$ cat config.mk
export PLATFORM = sky130hd
export DESIGN_NAME = req_arbiter8
export DESIGN_NICKNAME = d
export VERILOG_FILES = /design/src/rtl/req_arb_pkg.sv /design/src/rtl/pri_enc8.sv /design/src/rtl/req_arbiter8.sv
export SDC_FILE = /design/constraint.sdc
export NUM_CORES = 1
export LEC_CHECK = 0
export CORE_MARGIN = 1.5
export CORE_UTILIZATION = 55
export DETAILED_ROUTE_END_ITERATION = 6
export PLACE_DENSITY = 0.88
export SYNTH_ARGS = -nofsm -noshare
export SYNTH_HDL_FRONTEND = slang
export SYNTH_HIERARCHICAL = 1
export SYNTH_SLANG_ARGS = --single-unit
$ cat constraint.sdc
create_clock -name clk -period 6.2 [get_ports clk]
set_input_delay 0.93 -clock clk [delete_from_list [all_inputs] [get_ports clk]]
set_output_delay 0.93 -clock clk [all_outputs]
set_load 0.02 [all_outputs]
$ cat src/rtl/req_arb_pkg.sv
// rtl/req_arb_pkg.sv - shared types, sizes and reset constants for req_arbiter8
package req_arb_pkg;

  localparam int N_REQ = 8;
  localparam int ID_W  = 3;

  typedef enum logic [1:0] {
    IDLE  = 2'd0,
    GRANT = 2'd1,
    GAP   = 2'd2
  } arb_state_e;

  localparam arb_state_e        RST_STATE = IDLE;
  localparam logic [N_REQ-1:0]  RST_GNT   = '0;
  localparam logic [ID_W-1:0]   RST_ID    = '0;

  function automatic logic [N_REQ-1:0] id_to_onehot(input logic [ID_W-1:0] id);
    logic [N_REQ-1:0] oh;
    oh     = '0;
    oh[id] = 1'b1;
    return oh;
  endfunction

  // Bit k of the result is v[(k + amt) mod N_REQ].
  function automatic logic [N_REQ-1:0] rotate_down(input logic [N_REQ-1:0] v,
                                                   input logic [ID_W-1:0]  amt);
    logic [2*N_REQ-1:0] dbl;
    dbl = {v, v} >> amt;
    return dbl[N_REQ-1:0];
  endfunction

endpackage

$ cat src/rtl/pri_enc8.sv
// rtl/pri_enc8.sv - 8:3 highest-bit-wins priority encoder with enable
module pri_enc8
  import req_arb_pkg::*;
(
  input  logic             en,
  input  logic [N_REQ-1:0] req,
  output logic [ID_W-1:0]  id,
  output logic             valid
);

  always_comb begin
    id    = '0;
    valid = en && (|req);
    if (en) begin
      for (int i = 0; i < N_REQ; i++) begin
        if (req[i]) id = ID_W'(i);
      end
    end
  end

endmodule

$ cat src/rtl/req_arbiter8.sv
// rtl/req_arbiter8.sv - 8-requester fixed/round-robin arbiter with hold limit
module req_arbiter8
  import req_arb_pkg::*;
#(
  parameter int MAX_HOLD = 16,
  parameter int HCW      = 8
) (
  input  logic             clk,
  input  logic             rst_n,
  input  logic             en,
  input  logic             rr_mode,
  input  logic [N_REQ-1:0] req,
  output logic [N_REQ-1:0] gnt,
  output logic [ID_W-1:0]  gnt_id,
  output logic             gnt_valid,
  output logic             timeout
);

  arb_state_e       state;
  logic [HCW-1:0]   hold_cnt;
  logic [ID_W-1:0]  last_id;

  logic [ID_W-1:0]  fx_id;
  logic             fx_valid;
  logic [N_REQ-1:0] rr_req;
  logic [ID_W-1:0]  rr_id_rot;
  logic             rr_valid;
  logic [ID_W-1:0]  rr_id;
  logic [ID_W-1:0]  win_id;
  logic             win_valid;
  logic             hold_last;
  logic             release_req;

  pri_enc8 u_enc_fixed (
    .en    (en),
    .req   (req),
    .id    (fx_id),
    .valid (fx_valid)
  );

  // Rotating by last_id puts requester last_id-1 on the top bit, so the
  // downward search begins just below the previous owner.
  assign rr_req = rotate_down(req, last_id);

  pri_enc8 u_enc_rr (
    .en    (en),
    .req   (rr_req),
    .id    (rr_id_rot),
    .valid (rr_valid)
  );

  assign rr_id       = rr_id_rot + last_id;
  assign win_id      = rr_mode ? rr_id    : fx_id;
  assign win_valid   = rr_mode ? rr_valid : fx_valid;
  assign hold_last   = (hold_cnt == HCW'(MAX_HOLD - 1));
  assign release_req = !req[gnt_id] || !en;

  always_ff @(posedge clk or negedge rst_n) begin
    if (!rst_n) begin
      state     <= RST_STATE;
      gnt       <= RST_GNT;
      gnt_id    <= RST_ID;
      gnt_valid <= 1'b0;
      timeout   <= 1'b0;
      hold_cnt  <= '0;
      last_id   <= RST_ID;
    end else begin
      case (state)
        GRANT: begin
          if (hold_last) begin
            state     <= GAP;
            gnt       <= '0;
            gnt_valid <= 1'b0;
            timeout   <= 1'b1;
          end else if (release_req) begin
            state     <= GAP;
            gnt       <= '0;
            gnt_valid <= 1'b0;
            timeout   <= 1'b0;
          end else begin
            hold_cnt  <= hold_cnt + 1'b1;
          end
        end
        default: begin
          timeout <= 1'b0;
          if (win_valid) begin
            state     <= GRANT;
            gnt       <= id_to_onehot(win_id);
            gnt_id    <= win_id;
            gnt_valid <= 1'b1;
            last_id   <= win_id;
            hold_cnt  <= '0;
          end else begin
            state     <= IDLE;
            gnt       <= '0;
            gnt_valid <= 1'b0;
          end
        end
      endcase
    end
  end

endmodule

==> results of run 1 <==
metal layers:
| metal | vias to the layer above | wire (um) | global-route usage |
|---|---|---|---|
| met3 | 2 | 139 | 0.0272 |
| met5 | - | 0 | 0 |
| met1 | 700 | 1620 | 0.332 |
| met2 | 35 | 2020 | 0.461 |
| li1 | 664 | - | - |
| met4 | 0 | 16 | 0.0399 |
cell usage in the layout (no fill, tap or decap), types with 2 or more instances in the layout:
| master | count |
|---|---|
| a21oi_1 | 10 |
| a22o_1 | 2 |
| a32o_1 | 6 |
| and3_1 | 2 |
| clkbuf_4 | 3 |
| clkdlybuf4s50_1 | 24 |
| dfrtp_1 | 22 |
| ha_1 | 2 |
| inv_1 | 16 |
| mux2_2 | 9 |
| mux2i_1 | 9 |
| mux4_1 | 4 |
| mux4_2 | 2 |
| nand2_1 | 11 |
| nand2b_1 | 2 |
| nand3_1 | 6 |
| nand4_1 | 2 |
| nor2_1 | 9 |
| nor2b_1 | 2 |
| nor3_1 | 3 |
| nor4_1 | 4 |
| nor4_2 | 2 |
| o21ai_0 | 8 |
| o21ai_1 | 2 |
| o221ai_1 | 4 |
| o41ai_2 | 2 |
| xnor2_1 | 3 |
logic make-up (layout without fill, tap and decap cells):
kind of cell             Yosys count  in the layout  synth area share
adder cells (fa/ha/maj)            3              3            0.0278
buffers and inverters             22             45            0.0626
AO/OA/AOI/OAI                     41             41             0.189
XOR/XNOR                           3              3            0.0162
AND/OR/NAND/NOR                   46             46             0.152
flip-flops                        22             22             0.340
multiplexers                      24             24             0.211
critical path, stage by stage:
cell and delay [ns]:
clkdlybuf4s50_1 0.55, mux4_1 0.58, mux2_2 0.31, nor2b_1 0.15, o21ai_1 0.21, o41ai_2 0.11
ha_1 0.20, inv_1 0.06, fa_1 0.40, mux2i_1 0.47, inv_1 0.14, a32o_1 0.27
synthesized netlist by cell type, drive strengths merged (5+ instances only):
| cell type | instances | share of area |
|---|---|---|
| mux2i | 9 | 0.056 |
| a32o | 6 | 0.037 |
| mux2 | 9 | 0.063 |
| nand3 | 6 | 0.019 |
| nand2 | 11 | 0.026 |
| o21ai | 11 | 0.036 |
| nor2 | 10 | 0.025 |
| inv | 16 | 0.037 |
| dfrtp | 22 | 0.34 |
| o221ai | 5 | 0.031 |
| a21oi | 10 | 0.031 |
| nor4 | 6 | 0.031 |
| mux4 | 6 | 0.093 |
flip-flops by register name, indices dropped and copies added, names as in the netlist:
register / count
hold_cnt: 8
last_id: 3
gnt: 8
timeout: 1
state: 2
per-stage QoR:
stage | worst slack (ns) | utilization | total power, mW | std cells
2_1_floorplan | 2.69 | - | 0.583 | 161
3_3_place_gp | 1.93 | 0.668 | 0.686 | 211
3_5_place_dp | 1.73 | 0.668 | 0.711 | 211
4_1_cts | 2.05 | 0.687 | 0.821 | 215
5_1_grt | 1.81 | 0.687 | 0.877 | 215
6_report | 2.01 | 0.687 | 0.822 | 215
layout make-up:
cell class	count	area share
clock buffer	3	0.0118
clock inverter	1	0.0157
inverter	17	0.0334
multi-input combinational	117	0.505
sequential	22	0.288
tap	31	0.0203
timing repair buffer	24	0.126
final timing paths:
path | startpoint | cells past startpoint | to
min in group asynchronous | rst_n | 1 | hold_cnt[4]
hold / removal | hold_cnt[0] | 1 | hold_cnt[0]
max in group asynchronous | rst_n | 1 | hold_cnt[7]
setup / recovery | req[6] | 12 | gnt[0]
setup reg to reg | last_id[0] | 11 | gnt[0]
hold reg to reg | hold_cnt[0] | 1 | hold_cnt[0]
where the power goes:
| group | leakage [nW] | switching [mW] | internal [mW] |
|---|---|---|---|
| combinational | 0.472 | 0.261 | 0.217 |
| sequential | 0.295 | 0.0585 | 0.177 |
| clock | 0.0279 | 0.0428 | 0.0653 |
==> metrics.md, run 1 <==
| Metric | Value |
|---|---|
| Count of pins over their slew limit | `0` |
| Worst Max-Slew Pin Slew | `roughly 0.96 ns` |
| CTS H-tree lvls | `1` |
| Gates resized, CTS repair | `0` |
| Commonest register cell after synthesis | `dfrtp_1` |
| Maximum clock path buffer count | `2` |
| GRT Util Overall | `0.253` |
| Floorplan Core Area | `around 2800 um2` |
| Via count | `around 1,400` |
| Kind of end point of the critical path | `flop` |
| Remaining routing DRC violations | `0` |
| Area grow syn2layout | `18.2%` |
| CTS tree | `yes` |
| CTS buffer count | `3` |
| Slew headroom | `0.359` |
| Sequential fraction of the synthesis area | `0.340` |
| Worst ir drop on vdd | `between 0.3 and 0.4 mV` |
| Worst endpoint data arrival time | `4.39 ns` |
| Die outline area | `~3300 um2` |
| Horizontal extent of the die | `~57 um` |
| Via count of the first global-routing pass | `1,429` |
| # nets final | `200` |
| Die height | `about 57 um` |
| Hold Crit Class | `flop to flop` |
| Number of distinct library cells after synthesis | `40` |
| Number of enable-type register cells in the synthesized netlist | `0` |
| Diodes inserted | `0` |
| Time the worst path needs with I/O delays and setup | `roughly 4.2 ns` |
| Setup slack of the most critical reg-to-reg path | `2.32 ns` |
| Fin Hold WS | `around 0.5 ns` |
| Number of buffers inserted for hold repair after clock tree synthesis | `0` |
| Via-per-instance ratio | `approximately 6.5` |
| Ys async rst share | `1.00` |
| Maximum clock skew at final layout | `around 0.0019 ns` |
| Number of iterations in the first detailed-routing pass | `4` |
| Setup repair after global routing missed its margin | `no` |
| Max frequency | `around 0.24 GHz` |
| CTS Root Cell | `clkbuf_4` |
| Total of buffers placed on input and output ports | `24` |
| Total setup violations reported at the end of the flow | `0` |
| Number of standard-cell rows in the floorplan | `19` |
| Area of all sequential standard cells | `551 um2` |
| Data required time of the worst path | `~6.4 ns` |
| Status | `finished, final reports clean` |
| Syn_area_per_cell | `roughly 10 um2` |
| Pin count of the biggest net entering global routing | `23` |
| Crit start category | `primary input` |
| Final period util | `0.676` |
| Routed WL per cell | `between 15 and 20 um` |
| Number of storage elements in the synthesis netlist | `22` |
| Setup tns final | `0 ns` |
| Latest clock arrival within the worst-skew pair | `roughly 0.3 ns` |
| Post-Place Cell Area | `1860 um2` |
| Half-perimeter wire length after placement | `~2900 um` |
| Number of I/O pins | `25` |
| Reported leakage power | `0.794 nW` |
| Final Hold Viols | `0` |
| Finished layout cell area | `around 1900 um2` |
| Power density relative to cell area | `~430 nW/um2` |
| Initial antenna violation count | `0` |
| Global-route wire length before repair | `approximately 6600 um` |
| Total clock sinks | `22` |
| Detail Route Antenna Nets | `0` |
| Gpl congestion | `0.846` |
| Synthesized net count | `between 150 and 200` |
| Initial Utilization | `0.582` |
| Area of the mapped netlist | `between 1500 and 2000 um2` |
| Syn. warnings | `6` |
| Number of cells produced by synthesis | `between 150 and 200` |
| Filler cell count | `220` |
| Clock edge transition at the registers on the reported setup and hold paths | `0.12 ns` |
| Worst setup path category | `primary input to flop` |
| Count of routing violations after the opening detailed-route iteration | `between 70 and 80` |
| Fraction of final layout cells sized beyond drive strength 1 | `0.130` |
| Number of buffers inserted to repair setup after CTS | `0` |
| Critical path peak fanout | `8` |
| Count of maximum capacitance violations | `0` |
| Global route total overflow | `0` |
| Final routed wirelength across all metal layers | `3800 um` |
| Area of the multi-input gates | `966 um2` |
Power figures use the tool's default switching activity.
==> run 2: changes to the inputs <==
--- a/config.mk
+++ b/config.mk
@@ -6,9 +6,9 @@
 export NUM_CORES = 1
 export LEC_CHECK = 0
 export CORE_MARGIN = 1.5
-export CORE_UTILIZATION = 55
+export CORE_UTILIZATION = 48
 export DETAILED_ROUTE_END_ITERATION = 6
-export PLACE_DENSITY = 0.88
+export PLACE_DENSITY = 0.82
 export SYNTH_ARGS = -nofsm -noshare
 export SYNTH_HDL_FRONTEND = slang
 export SYNTH_HIERARCHICAL = 1
==> constraint.sdc (replaced) <==
create_clock -name clk -period 3.5 [get_ports clk]
set_input_delay 0.525 -clock clk [delete_from_list [all_inputs] [get_ports clk]]
set_output_delay 0.525 -clock clk [all_outputs]
set_load 0.02 [all_outputs]
==> run 2 against run 1 <==
Net effect: die area up 14%; routed wire length rose by 7.8%; setup slack worse by 1.8 ns; cell area up 11%; core utilization down 0.62 points; largest power group unchanged.
==> metrics.md, run 2 (synthesis results as in run 1) <==
| Metric | Value |
|---|---|
| Fraction of power spent switching nets | `0.432` |
| WP depth | `11` |
| Number of standard-cell rows in the floorplan | `20` |
| Number of I/O pins | `25` |
| CTS H-tree lvls | `1` |
| Final Hold Viols | `0` |
| Max frequency | `approximately 0.30 GHz` |
| Sink of the worst hold path | `gnt[2]` |
| Clock share of power | `0.087` |
| Slew headroom | `0.350` |
| Maximum clock skew at final layout | `around 0.0025 ns` |
| Worst ir drop on vdd | `between 0.3 and 0.4 mV` |
| Die height | `61.1 um` |
| Number of placed cells counting well taps | `roughly 240` |
| Hold Crit Start | `gnt[2]` |
| Total of buffers placed on input and output ports | `24` |
| Category of cells accounting for the largest share of critical-path delay | `compound AO/OA/AOI/OAI gates` |
| Diodes inserted | `0` |
| Sequential share of power | `0.251` |
| Power density relative to cell area | `753 nW/um2` |
| Crit path cell chain | `inv_1, mux4_2, o41ai_2, ha_2, inv_1, fa_2, xnor2_1, xnor2_1, a21oi_1, buf_4, a32o_1` |
| Status | `finished, final reports clean` |
| Maximum clock path buffer count | `2` |
| Initial Utilization | `0.517` |
| Time the worst path needs with I/O delays and setup | `around 3.3 ns` |
| Worst setup path category | `flop to flop` |
| GRT Util Overall | `0.227` |
| Setup repair after global routing missed its margin | `no` |
| Horizontal extent of the die | `61.1 um` |
| Largest registers | `gnt: 8 flops, hold_cnt: 8 flops, last_id: 3 flops` |
| Area grow syn2layout | `31.7%` |
| Worst Max-Slew Pin Slew | `roughly 1 ns` |
| Fin cells | `249` |
| Data required time of the worst path | `approximately 3.7 ns` |
| Total setup violations reported at the end of the flow | `0` |
| Detail Route Antenna Nets | `0` |
| Biggest cell delay along the critical path | `0.57 ns` |
| Cell internal pwr | `around 0.9 mW` |
| Count of pins over their slew limit | `0` |
| Setup slack of the most critical reg-to-reg path | `roughly 0.18 ns` |
| Reg-to-Reg End | `gnt[7]` |
| Area of the multi-input gates | `~1000 um2` |
| Number of iterations in the first detailed-routing pass | `4` |
| Pin count of the biggest net entering global routing | `23` |
| Remaining routing DRC violations | `0` |
| Initial antenna violation count | `0` |
| Most common cell after layout, fill and taps aside | `dfrtp_1` |
| Worst endpoint data arrival time | `3.52 ns` |
| Via count of the first global-routing pass | `1,480` |
| Sw power | `between 0.6 and 0.7 mW` |
| Leading cell types in the layout, fill and taps excluded | `dfrtp_1, buf_4, inv_1, clkdlybuf4s50_1, nand2_1` |
| Hold Crit Class | `flop to flop` |
| Kind of end point of the critical path | `flop` |
| Reported leakage power | `between 0.9 and 1 nW` |
| Critical path peak fanout | `9` |
| CTS buffer count | `3` |
| Critical register-to-register path startpoint | `last_id[1]` |
| Number of buffers inserted for hold repair after clock tree synthesis | `0` |
| CTS Root Cell | `clkbuf_4` |
| Number of buffers and inverters on the critical path | `3` |
| Count of maximum capacitance violations | `0` |
| Hold path cells | `1` |
| Global-route wire length before repair | `about 6400 um` |
| Total clock sinks | `22` |
| Latest clock arrival within the worst-skew pair | `roughly 0.3 ns` |
| Final routed wirelength across all metal layers | `just over 4000 um` |
| Filler cell count | `248` |
| Fraction of final layout cells sized beyond drive strength 1 | `0.259` |
| Clock edge transition at the registers on the reported setup and hold paths | `around 0.12 ns` |
| Via-per-instance ratio | `approximately 5.9` |
| Half-perimeter wire length after placement | `3070 um` |
| Final period util | `0.948` |
| Logic pwr share | `0.662` |
| Setup tns final | `0 ns` |
| Gpl congestion | `about 0.84` |
| Area of all sequential standard cells | `about 550 um2` |
| Via count | `between 1,000 and 1,500` |
| CTS tree | `yes` |
| Slowest stage cell on the critical path | `mux4_2` |
| Die outline area | `about 3700 um2` |
| Global route total overflow | `0` |
| Final design utilization | `0.681` |
| Worst Reg2Reg Path Length in Cells | `11` |
| # nets final | `221` |
| Count of routing violations after the opening detailed-route iteration | `a little over 100` |
| Floorplan Core Area | `roughly 3100 um2` |
| Crit start category | `flop` |
| Routed WL per cell | `16.4 um` |
[run 2: changes by cell type in the layout (fill, tap and decap cells not counted), sizes merged]
cell and delta:
dlymetal6s2s +8, clkbuf +1, bufinv -1, buf +21
clkdlybuf4s50 -8
[run 2: worst max path at each step]
| stage | start | to | slack, ns |
|---|---|---|---|
| 3_3_place_gp | req[1] | gnt[6] | -0.14 |
| 3_5_place_dp | req[2] | gnt[7] | -0.24 |
| 5_1_grt | last_id[1] | gnt[7] | 0.008 |
| 4_1_cts | last_id[0] | gnt[7] | 0.02 |
| 6_report | last_id[1] | gnt[7] | 0.18 |
| 2_1_floorplan | last_id[0] | gnt[0] | 0.11 |
[run 2: repair_timing]
item | in CTS | in global routing
gates resized for setup | 0 | 23
buffers inserted | 0 | 1
endpoints found under the setup margin | 0 | 9
[run 2: final cells by class]
| cell class | instances | area share |
|---|---|---|
| inverter | 17 | 0.0299 |
| clock buffer | 4 | 0.0170 |
| multi-input combinational | 117 | 0.470 |
| tap | 44 | 0.0258 |
| sequential | 22 | 0.259 |
| timing repair buffer | 45 | 0.198 |
[run 2: power groups by stage]
stage	clock network [mW]	logic [mW]	registers, mW
after detailed placement	0	0.983	0.411
after global routing	0.153	1.14	0.415
after global placement	0	0.949	0.405
final	0.139	1.06	0.403
after floorplan	0	0.622	0.411
after CTS	0.143	0.989	0.407
[run 2: through the flow]
stage / setup WS (ns) / area [um2] / hold slack (ns) / power [mW]
after floorplan: 0.110 / 1620 / 0.229 / 1.03
after detailed placement: -0.243 / 2030 / 0.487 / 1.39
after CTS: 0.0167 / 2060 / 0.516 / 1.54
final: 0.183 / 2130 / 0.514 / 1.60
after global placement: -0.140 / 2030 / 0.478 / 1.35
after global routing: 0.00843 / 2130 / 0.531 / 1.71
[run 2: metal layers]
layer | up-vias | wire, um | track usage
li1 | 700 | - | -
met1 | 719 | 1800 | 0.309
met2 | 49 | 2120 | 0.397
met3 | 4 | 161 | 0.0147
met4 | 0 | 17 | 0.0559
met5 | - | 0 | 0
==> run 3: changes to the inputs <==
--- a/config.mk
+++ b/config.mk
@@ -6,9 +6,9 @@
 export NUM_CORES = 1
 export LEC_CHECK = 0
 export CORE_MARGIN = 1.5
-export CORE_UTILIZATION = 48
+export CORE_UTILIZATION = 54
 export DETAILED_ROUTE_END_ITERATION = 6
-export PLACE_DENSITY = 0.82
+export PLACE_DENSITY = 0.87
 export SYNTH_ARGS = -nofsm -noshare
 export SYNTH_HDL_FRONTEND = slang
 export SYNTH_HIERARCHICAL = 1
==> constraint.sdc (replaced) <==
create_clock -name clk -period 3.15 [get_ports clk]
set_input_delay 0.4725 -clock clk [delete_from_list [all_inputs] [get_ports clk]]
set_output_delay 0.4725 -clock clk [all_outputs]
set_load 0.02 [all_outputs]
==> run 3 against run 2 <==
Net effect: the run now ends with design-rule violations, negative setup slack left; cell area up 5.4%; non-clock buffer count rose by 10; critical endpoint is now gnt[3]; power grew 35%; hold slack lost 0.0063 ns; die area shrank 11%; core utilization grew 12 points; highest routed layer unchanged; via count grew 7.0%.
==> metrics.md, run 3 (synthesis results as in run 1) <==
| Metric | Value |
|---|---|
| Most common cell after layout, fill and taps aside | `buf_4` |
| Horizontal extent of the die | `57.7 um` |
| Fin cells | `roughly 250` |
| Category of cells accounting for the largest share of critical-path delay | `multiplexers` |
| Via count | `1,575` |
| Setup Slack @ Placement | `-0.567 ns` |
| Worst ir drop on vdd | `around 0.55 mV` |
| Slew headroom | `0.338` |
| Status | `finished with violations` |
| Total of buffers placed on input and output ports | `24` |
| Final routed wirelength across all metal layers | `approximately 4600 um` |
| # nets final | `231` |
| Critical path peak fanout | `5` |
| Final Hold Viols | `0` |
| Global route total overflow | `0` |
| Diodes inserted | `0` |
| Area of the multi-input gates | `~1100 um2` |
| Global-route wire length before repair | `7520 um` |
| Failing checks | `design-rule violations, negative setup slack` |
| Reported leakage power | `0.985 nW` |
| Maximum clock skew at final layout | `around 0.019 ns` |
| Floorplan Core Area | `2810 um2` |
| Power density relative to cell area | `around 970 nW/um2` |
| Fraction of final layout cells sized beyond drive strength 1 | `0.344` |
| Half-perimeter wire length after placement | `around 3200 um` |
| Clock edge transition at the registers on the reported setup and hold paths | `0.14 ns` |
| Pin count of the biggest net entering global routing | `23` |
| Number of iterations in the first detailed-routing pass | `6` |
| Area grow syn2layout | `38.8%` |
| Crit path cell chain | `buf_6, mux2_4, mux4_2, o41ai_4, ha_2, inv_2, fa_2, xnor2_2, xnor2_2, a21o_1, a32o_1` |
| CTS tree | `yes` |
| Slowest stage cell on the critical path | `mux4_2` |
| Leading cell types in the layout, fill and taps excluded | `buf_4, dfrtp_1, clkdlybuf4s50_1` |
| Die height | `between 50 and 60 um` |
| Setup repair after global routing missed its margin | `yes` |
| Worst setup path category | `flop to flop` |
| Number of buffers inserted for hold repair after clock tree synthesis | `0` |
| Remaining routing DRC violations | `2` |
| Max frequency | `between 0.3 and 0.4 GHz` |
| Latest clock arrival within the worst-skew pair | `0.33 ns` |
| Setup slack of the most critical reg-to-reg path | `-0.15 ns` |
| Hold Crit Class | `flop to flop` |
| Total clock sinks | `22` |
| Initial antenna violation count | `0` |
| Worst endpoint data arrival time | `3.50 ns` |
| Setup tns final | `-1.09 ns` |
| Worst Max-Slew Pin Slew | `approximately 0.99 ns` |
| Kind of end point of the critical path | `flop` |
| CTS H-tree lvls | `1` |
| Number of I/O pins | `25` |
| Number of standard-cell rows in the floorplan | `19` |
| Detail Route Antenna Nets | `0` |
| Gpl congestion | `~0.9` |
| CTS buffer count | `3` |
| Via count of the first global-routing pass | `around 1,600` |
| Total setup violations reported at the end of the flow | `15` |
| GRT Util Overall | `0.294` |
| Final period util | `1.05` |
| Time the worst path needs with I/O delays and setup | `~3.3 ns` |
| Crit start category | `flop` |
| Largest registers | `gnt: 8 flops, hold_cnt: 8 flops, last_id: 3 flops` |
| Cell seen most often among critical-path stages | `xnor2_2` |
| Filler cell count | `between 150 and 200` |
| Routed WL per cell | `approximately 19 um` |
| Maximum clock path buffer count | `2` |
| Biggest cell delay along the critical path | `between 0.5 and 0.6 ns` |
| Count of routing violations after the opening detailed-route iteration | `75` |
| Count of pins over their slew limit | `0` |
| Number of placed cells counting well taps | `~230` |
| Via-per-instance ratio | `6.40` |
| Initial Utilization | `0.577` |
| Setup slack of the critical path after layout | `-0.151 ns` |
| CTS Root Cell | `clkbuf_4` |
| Count of maximum capacitance violations | `0` |
| Data required time of the worst path | `~3.4 ns` |
| Number of buffers and inverters on the critical path | `2` |
| Die outline area | `between 3000 and 4000 um2` |
| Area of all sequential standard cells | `553 um2` |
[run 3: cell count changes in the layout (fill, tap and decap cells not counted), sizes merged]
cell          delta
buf             +10
clkbuf           -1
dlygate4sd2      +8
dlymetal6s2s     -8
bufinv           +1
[run 3: area by class of cell]
type                    count  share of cell area
multi-input cells         117               0.475
inverters                  17              0.0284
well taps                  31              0.0173
clock inverters             1              0.0134
clock buffers               3              0.0100
flip-flops and latches     22               0.246
repair buffers             55               0.209
[run 3: stage by stage]
step / cell area (um2) / total power, mW / utilization / hold WS, ns
after CTS: 2180 / 2.00 / 0.776 / 0.512
final: 2250 / 2.17 / 0.801 / 0.508
after detailed placement: 2030 / 1.63 / 0.724 / 0.482
after floorplan: 1640 / 1.21 / - / 0.177
after global routing: 2250 / 2.27 / 0.801 / 0.536
after global placement: 2030 / 1.58 / 0.724 / 0.480
[run 3: power breakdown]
group          switching, mW  leakage, nW  internal, mW
Combinational          0.718        0.664         0.774
Clock                 0.0937       0.0279         0.129
Sequential             0.102        0.293         0.351
Total                  0.914        0.985          1.25
[run 3: per-layer routing]
metal,vias up,GRT usage,share of wire
li1,716,-,-
met1,790,0.343,0.41
met2,55,0.539,0.52
met3,14,0.0402,0.042
met4,0,0.120,0.028
met5,-,0,0
[run 3: worst paths after layout]
| kind | depth (start not counted) | endpoint | startpoint |
|---|---|---|---|
| worst max-delay path | 11 | gnt[3] | last_id[0] |
| worst min-delay path | 1 | gnt[4] | gnt[4] |
| worst max register to register | 11 | gnt[3] | last_id[0] |
| worst min register to register | 1 | gnt[4] | gnt[4] |
| max in group asynchronous | 1 | last_id[0] | rst_n |
| min in group asynchronous | 1 | hold_cnt[2] | rst_n |
[run 3: what timing repair did]
item / in CTS / in global routing
endpoints found under the hold margin: 0 / 0
pin swaps: 5 / 6
setup endpoints to repair: 9 / 18
gates resized for setup: 16 / 13
buffers inserted: 9 / 2
